$ cat config.mk
export PLATFORM = sky130hd
export DESIGN_NAME = modo_libre_multinota
export DESIGN_NICKNAME = d
export VERILOG_FILES = /design/src/rtl/modo_libre_pkg.sv /design/src/rtl/modo_libre_multinota_tecla.sv /design/src/rtl/modo_libre_multinota.sv
export SDC_FILE = /design/constraint.sdc
export NUM_CORES = 1
export LEC_CHECK = 0
export CORE_AREA = 2 2 39 41
export CTS_CLUSTER_DIAMETER = 40
export CTS_CLUSTER_SIZE = 12
export DETAILED_ROUTE_END_ITERATION = 10
export DIE_AREA = 0 0 41 43
export GPL_TIMING_DRIVEN = 0
export SYNTH_ARGS = -nofsm -noshare
export SYNTH_HDL_FRONTEND = slang
export SYNTH_HIERARCHICAL = 1
export SYNTH_SLANG_ARGS = --single-unit
export TNS_END_PERCENT = 100
$ cat constraint.sdc
create_clock -name clk -period 3.35 [get_ports clk]
set_input_delay 0.5025 -clock clk [delete_from_list [all_inputs] [get_ports clk]]
set_output_delay 0.5025 -clock clk [all_outputs]
set_load 0.05 [all_outputs]
$ cat src/rtl/modo_libre_pkg.sv
// modo_libre_pkg: shared states and constants for the multi-note free-play mode
package modo_libre_pkg;
  typedef enum logic [1:0] {IDLE = 2'd0, WAIT = 2'd1, PLAY = 2'd2, HOLD = 2'd3} estado_t;
  localparam logic [7:0] KEY_A = 8'd65;
  localparam logic [7:0] LOWER_OFFSET = 8'd32;
  localparam int NOTA_SILENCIO = 0;
endpackage

$ cat src/rtl/modo_libre_multinota_tecla.sv
// tecla_a_nota: combinational ASCII key to note index decoder (octava output under MODO_LIBRE_OCTAVA_EN)
module tecla_a_nota
  import modo_libre_pkg::*;
#(
  parameter logic [7:0] BASE_KEY = KEY_A,
  parameter int NUM_NOTES = 4,
  parameter int NOTE_W = $clog2(NUM_NOTES + 1)
) (
  input  logic [7:0]        entrada,
  output logic              valid,
  output logic [NOTE_W-1:0] k
`ifdef MODO_LIBRE_OCTAVA_EN
  ,
  output logic              octava
`endif
);
  localparam logic [8:0] LO = {1'b0, BASE_KEY};
  localparam logic [8:0] HI = 9'(int'(BASE_KEY) + NUM_NOTES);
  logic [8:0] code;
  logic v_up;
  assign code = {1'b0, entrada};
  assign v_up = (code >= LO) && (code < HI);
`ifdef MODO_LIBRE_OCTAVA_EN
  // Ranges never overlap because NUM_NOTES is below the case offset
  logic v_lo;
  assign v_lo = (code >= LO + 9'(LOWER_OFFSET)) && (code < HI + 9'(LOWER_OFFSET));
  assign valid = v_up || v_lo;
  assign octava = v_lo;
  assign k = v_lo ? NOTE_W'(entrada - BASE_KEY - LOWER_OFFSET + 8'd1) : NOTE_W'(entrada - BASE_KEY + 8'd1);
`else
  assign valid = v_up;
  assign k = NOTE_W'(entrada - BASE_KEY + 8'd1);
`endif
endmodule

$ cat src/rtl/modo_libre_multinota.sv
// modo_libre_multinota: free-play note FSM with direct note changes, release tail and start strobe
// Optional lowercase octave keys and octava output under MODO_LIBRE_OCTAVA_EN
module modo_libre_multinota
  import modo_libre_pkg::*;
#(
  parameter int NUM_NOTES = 4,
  parameter logic [7:0] BASE_KEY = KEY_A,
  parameter int RELEASE_CYCLES = 0,
  localparam int NOTE_W = $clog2(NUM_NOTES + 1)
) (
  input  logic              clk,
  input  logic              reset,
  input  logic              inicio,
  input  logic              fin,
  input  logic [7:0]        entrada,
  output logic [NOTE_W-1:0] notaSalida,
  output logic              contar,
  output logic              nota_inicio
`ifdef MODO_LIBRE_OCTAVA_EN
  ,
  output logic              octava
`endif
);
  localparam int CNT_W = RELEASE_CYCLES > 1 ? $clog2(RELEASE_CYCLES) : 1;
  localparam logic [CNT_W-1:0] CNT_INI = RELEASE_CYCLES > 0 ? CNT_W'(RELEASE_CYCLES - 1) : '0;
  estado_t state, state_n;
  logic [NOTE_W-1:0] note, note_n, k;
  logic [CNT_W-1:0] cnt, cnt_n;
  logic valid, k_oct, oct, oct_n, pulse_n, sona, diff;
  tecla_a_nota #(.BASE_KEY(BASE_KEY), .NUM_NOTES(NUM_NOTES), .NOTE_W(NOTE_W)) u_tecla (
    .entrada(entrada),
    .valid(valid),
    .k(k)
`ifdef MODO_LIBRE_OCTAVA_EN
    ,
    .octava(k_oct)
`endif
  );
`ifndef MODO_LIBRE_OCTAVA_EN
  assign k_oct = 1'b0;
`endif
  assign diff = (k != note) || (k_oct != oct);
  always_comb begin
    state_n = state;
    note_n = note;
    oct_n = oct;
    cnt_n = cnt;
    pulse_n = 1'b0;
    if (fin) state_n = IDLE;
    else begin
      case (state)
        IDLE: state_n = inicio ? WAIT : IDLE;
        WAIT: if (valid) begin
          state_n = PLAY;
          note_n = k;
          oct_n = k_oct;
          pulse_n = 1'b1;
        end
        PLAY, HOLD: if (valid) begin
          state_n = PLAY;
          note_n = k;
          oct_n = k_oct;
          pulse_n = diff;
        end else if (state == PLAY) begin
          state_n = RELEASE_CYCLES == 0 ? WAIT : HOLD;
          cnt_n = CNT_INI;
        end else if (cnt == '0) state_n = WAIT;
        else cnt_n = cnt - 1'b1;
        default: state_n = IDLE;
      endcase
    end
    sona = (state_n == PLAY) || (state_n == HOLD);
  end
  always_ff @(posedge clk) begin
    if (reset) begin
      state <= IDLE;
      note <= '0;
      oct <= 1'b0;
      cnt <= '0;
      notaSalida <= NOTE_W'(NOTA_SILENCIO);
      contar <= 1'b0;
      nota_inicio <= 1'b0;
`ifdef MODO_LIBRE_OCTAVA_EN
      octava <= 1'b0;
`endif
    end else begin
      state <= state_n;
      note <= note_n;
      oct <= oct_n;
      cnt <= cnt_n;
      notaSalida <= sona ? note_n : NOTE_W'(NOTA_SILENCIO);
      contar <= sona;
      nota_inicio <= pulse_n;
`ifdef MODO_LIBRE_OCTAVA_EN
      octava <= sona && oct_n;
`endif
    end
  end
endmodule
After elaboration in Yosys (flattened, before gate mapping)
Cells that the tools add are included.

operators by class
  add/subtract/negate cells = 3
  $mul = 0
  div/mod/pow operators = 0
  magnitude comparators = 2
  equality and inequality tests = 6
  shift-type cells = 0
  multiplexer cells = 15
  bitwise gates (word level) = 3
  reduce and logical (&&, ||, !) cells = 8

operator list
  cell                 number
  $mux 2               5
  $mux 3               3
  $eq 2x2->1 const B   4
  $ge 8x7->1 const B   1
  $lt 8x7->1 const B   1
  $pmux 2 s3           1
  $reduce_or 2->1      3
  $mux 1               5
  $add 3x1->3 const B  1
  $ne 3x3->1           1
  $not 1->1            3
  $reduce_and 3->1     1
  $reduce_or 3->1      1
  $sub 3x1->3 const B  1
  $eq 2x1->1 const B   1
  $logic_not 2->1      1
  $pmux 1 s2           1
  $logic_and 1x1->1    1
  $logic_or 1x1->1     1
  $sub 1x1->1 const B  1

storage, ports and cells
  bits in registers = 11
  bits in latches = 0
  bits in writable memories = 0
  ROM bits = 0
  output and inout bits = 5
  memories kept = 0

Depth between registers and ports, before layout
Gate-level depths: netlist (run 1).

  depth after elaboration = 9
  mapped depth = 5

By module
The synthesis (run 1) kept the hierarchy.

by module, submodules not included
  module                times used  cells each  area each (um^2)  sequential area each (um^2)
  modo_libre_multinota  1           30          365.4             200.2
  tecla_a_nota          1           7           48.8              0.0

Worst setup path after synthesis (run 1)
OpenSTA, ideal clock, no wires.

  path type = input -> register
  from = input entrada[4]
  to = register note[2]
  setup time = 0.070 ns
  arrival = 1.431 ns
  path slack = 1.848 ns
  stages = 5
  cell sequence = nor4_1 -> and4b_1 -> o21ai_2 -> nor4b_4 -> o21bai_1

on the way
  longest elaborated chain between the ends = 5

RTL lines
  item                                      line                                                    text
  start: declaration                        modo_libre_multinota.sv:15                              input logic [7:0] entrada,
  $ge 8x7->1 or $lt 8x7->1 (tied branches)  modo_libre_multinota_tecla.sv:22                        assign v_up = (code >= LO) && (code < HI);
  $logic_and 1x1->1 *                       modo_libre_multinota_tecla.sv:22
  named net valid                           modo_libre_multinota.sv:29                              logic valid, k_oct, oct, oct_n, pulse_n, sona, diff;
  $mux 3 *                                  modo_libre_multinota.sv:53, modo_libre_multinota.sv:59
  $mux 3 *                                  -
  $mux 3 *                                  modo_libre_multinota.sv:49                              if (fin) state_n = IDLE;
  end signal: assignment                    modo_libre_multinota.sv:88                              note <= note_n;
  end: declaration                          modo_libre_multinota.sv:27                              logic [NOTE_W-1:0] note, note_n, k;

The timed path passes the listed nets; every way through them passes the cells marked *.
A chain may end at the register's enable or synchronous reset.

Final worst setup path (run 1)
  from = register notaSalida[2]
  to = output notaSalida[2]

RTL lines
  item                      line                        text
  start: declaration        modo_libre_multinota.sv:16  output logic [NOTE_W-1:0] notaSalida,
  start signal: assignment  modo_libre_multinota.sv:80  notaSalida <= NOTE_W'(NOTA_SILENCIO);
  start signal: assignment  modo_libre_multinota.sv:91  notaSalida <= sona ? note_n : NOTE_W'(NOTA_SILENCIO);

No word-level cell between the ends.

==> results.ini, run 1 <==
[run_status]
status = complete, no violations

[sta]
rsz0062_at_grt = false
period_share_pct = 55.7
setup_viol = 0
slew_headroom_pct = 67.1
report.final.slew_viol_count = 0
hold_viol = 0
setup_tns_ns = 0
skew_ns = 0.00204
worst_slew_pin_slew_ns = 0.492
min_period_ns = 1.87
fmax_ghz = 0.536
hold_ws_ns = 0.479

[critical_path]
r2r_end = note[2]
cp.required_ns = 2.85
max_stage_delay_ns = 0.79
reg2reg_setup_slack_ns = 2.33
cp.depth = 1
crit_chain = clkdlybuf4s50_1
crit_fanout = 1
critPathLaunchType = register
critPathCaptureType = primary output
crit_end = notaSalida[2]
critPathTopFamily = buffers and inverters
rr_worst_depth = 3
worstSetupPathType = reg -> out
critPathBufInv = 1
timing.critical_path.from = notaSalida[2]
slowest_stage = clkdlybuf4s50_1
reg2reg_from = state[1]
worst_ep_arrival_time_ns = 1.36

[cts]
cts_tree = built
cts_setup_buffers = 0
clk_pin_slew_ns = 0.07
clk_latency_ns = 0.27
clockBufferDepth = 2
hold_buffers = 0
root_buffer = clkbuf_4
cts_resized = 0
numClockSinks = 10
cts_max_level = 1
cts_buffers = 3

[finish]
seq_area_um2 = 200
layoutNonFillerInstCount = 73
n_fill_cell = 145
utilization_pct = 45.6
syn_to_final_growth_pct = 52.3
diodes = 0
multi_input_area_um2 = 191
nets = 70
drive_gt1_share_pct = 17.5

[synthesis]
yosys_register_bits = 10
synth_nets = 49
yosys.area.top_type = dfxtp_1
syn_inst = 37
synth_cell_types = 19
syn_avg_cell_area_um2 = 11.2
synth_area_um2 = 414
ys.warnings.count = 6
seq_area_frac_synth_pct = 48.3
synth_area_leaders = dfxtp_1 (48%), nor4b_4 (5.7%), buf_4 (5.4%)
synth_top_area_share_pct = 48.3

[routing]
ant_nets = 0
wirelength_um = 747
drt-initial-drc-count = 4
drc_errors = 0
drt-wirelength-per-cell_um = 10.2
num_vias = 339
drt-pass1-iter-count = 2
vias_per_cell = 4.64

[die]
row_count = 14
die_y_um = 43
die-area_um2 = 1760
die_w_um = 41
start_util_pct = 29.9
core_area_um2 = 1380
ios = 17

[run]
maxCapViolCount = 0

[placement]
numPortBuffers = 16
gp_congestion = 0.646
dp.cells = 69

[grt]
globalRouteOverflowTotal = 0
antenna_found_initial = 0
grt_pass1_vias = 300
grt_max_degree = 8
grt_usage_pct = 11.9
grt_pass1_wl_um = 1310

[min_path]
holdCritPathClass = reg -> reg
hp-start = note[0]

[power_and_ir_drop]
cellPowerDensity_nw_per_um2 = 402
peakVddDrop_mv = 0.231
totalPowerFinal_mw = 0.254
leakage_nw = 0.235

## synthesized netlist by cell type, drive strengths merged
master / instances
and4b: 1
nand2: 1
nor3: 4
xor2: 2
o21bai: 1
nor4: 1
dfxtp: 10
o21ai: 2
o2bb2ai: 2
buf: 3
o31a: 1
o31ai: 1
nor4b: 1
and2: 2
nand2b: 3
xnor2: 1
nor2: 1
## report_power, final
part           internal [mW]  switching, mW
Combinational         0.0165        0.00819
Clock                 0.0660         0.0432
Sequential             0.119       0.000402
Total                  0.202         0.0518
## through the flow
stage                     instance area [µm²]  setup WS [ns]
after detailed placement                  594           1.31
final                                     631           1.48
after global placement                    594           1.35
after CTS                                 631           1.47
after floorplan                           414           1.85
after global routing                      631           1.44
## tightest hold or removal path: cells and delay by family, from the launching register on
family,cells,cell delay [ns]
DFF,1,0.32
AOI/OAI and AO/OA,1,0.05
and+or+nand+nor,1,0.07
## registers in the layout, indices dropped and copies added (netlist names)
name	flops
notaSalida	3
note	3
state	2
contar	1
nota_inicio	1
## layer usage
layer | wire length (µm) | global-route usage, %
met5 | 0 | 0
met4 | 7 | 6.00
met3 | 53 | 9.42
met2 | 358 | 16.6
met1 | 329 | 12.4
## how the worst min path moves through the flow
stage	end	cells past startpoint
6_report	note[0]	2
5_1_grt	note[2]	2
4_1_cts	note[0]	2
3_5_place_dp	note[0]	2
3_3_place_gp	note[0]	2
2_1_floorplan	note[1]	2
## cell type report
cell class | instances | area share, %
timing repair buffer | 16 | 25.4
sequential | 10 | 31.7
tap | 16 | 3.17
clock buffer | 4 | 5.75
buffer | 3 | 3.57
multi-input combinational | 24 | 30.4
## layout by cell type (no fill, tap or decap), types with 2 or more instances in the layout
cell	netlist	layout
dfxtp_1	10	10
clkbuf_4	0	3
xor2_1	2	2
clkdlybuf4s50_1	0	16
nor3_1	3	3
buf_4	3	3
o2bb2ai_1	2	2
nand2b_1	3	3
and2_1	2	2
## cells by family after synthesis
logic type                after synthesis  synth area share, %
xor gates and xnor gates                3                 6.35
AOI/OAI and AO/OA                       7                 13.3
buffers and inverters                   3                 5.44
and+or+nand+nor                        14                 26.6
DFF                                    10                 48.3
Note: power is estimated with default switching activity, not from simulation.
==> run 2, diff against run 1 <==
==> constraint.sdc (replaced) <==
create_clock -name clk -period 1.9 [get_ports clk]
set_input_delay 0.285 -clock clk [delete_from_list [all_inputs] [get_ports clk]]
set_output_delay 0.285 -clock clk [all_outputs]
set_load 0.05 [all_outputs]
==> results of run 2 <==
The final DEF is identical to that of run 1. Status: complete, no violations.
Among the figures that moved: setup slack after placement 1.31 ns -> 0.0792 ns; setup slack after layout 1.48 ns -> 0.251 ns; register-to-register setup slack 2.33 ns -> 0.88 ns; total power 0.254 mW -> 0.447 mW; worst IR drop on VDD 0.231 mV -> 0.408 mV
==> run 3, diff against run 2 <==
--- a/config.mk
+++ b/config.mk
@@ -6,7 +6,7 @@
 export NUM_CORES = 1
 export LEC_CHECK = 0
 export CORE_AREA = 2 2 39 41
-export CTS_CLUSTER_DIAMETER = 40
+export CTS_CLUSTER_DIAMETER = 200
 export CTS_CLUSTER_SIZE = 12
 export DETAILED_ROUTE_END_ITERATION = 10
 export DIE_AREA = 0 0 41 43
==> results of run 3 <==
The final DEF is identical to that of run 1. Status: complete, no violations.
Among the figures that moved: setup slack after placement 1.31 ns -> 0.0792 ns; setup slack after layout 1.48 ns -> 0.251 ns; register-to-register setup slack 2.33 ns -> 0.88 ns; total power 0.254 mW -> 0.447 mW; worst IR drop on VDD 0.231 mV -> 0.408 mV
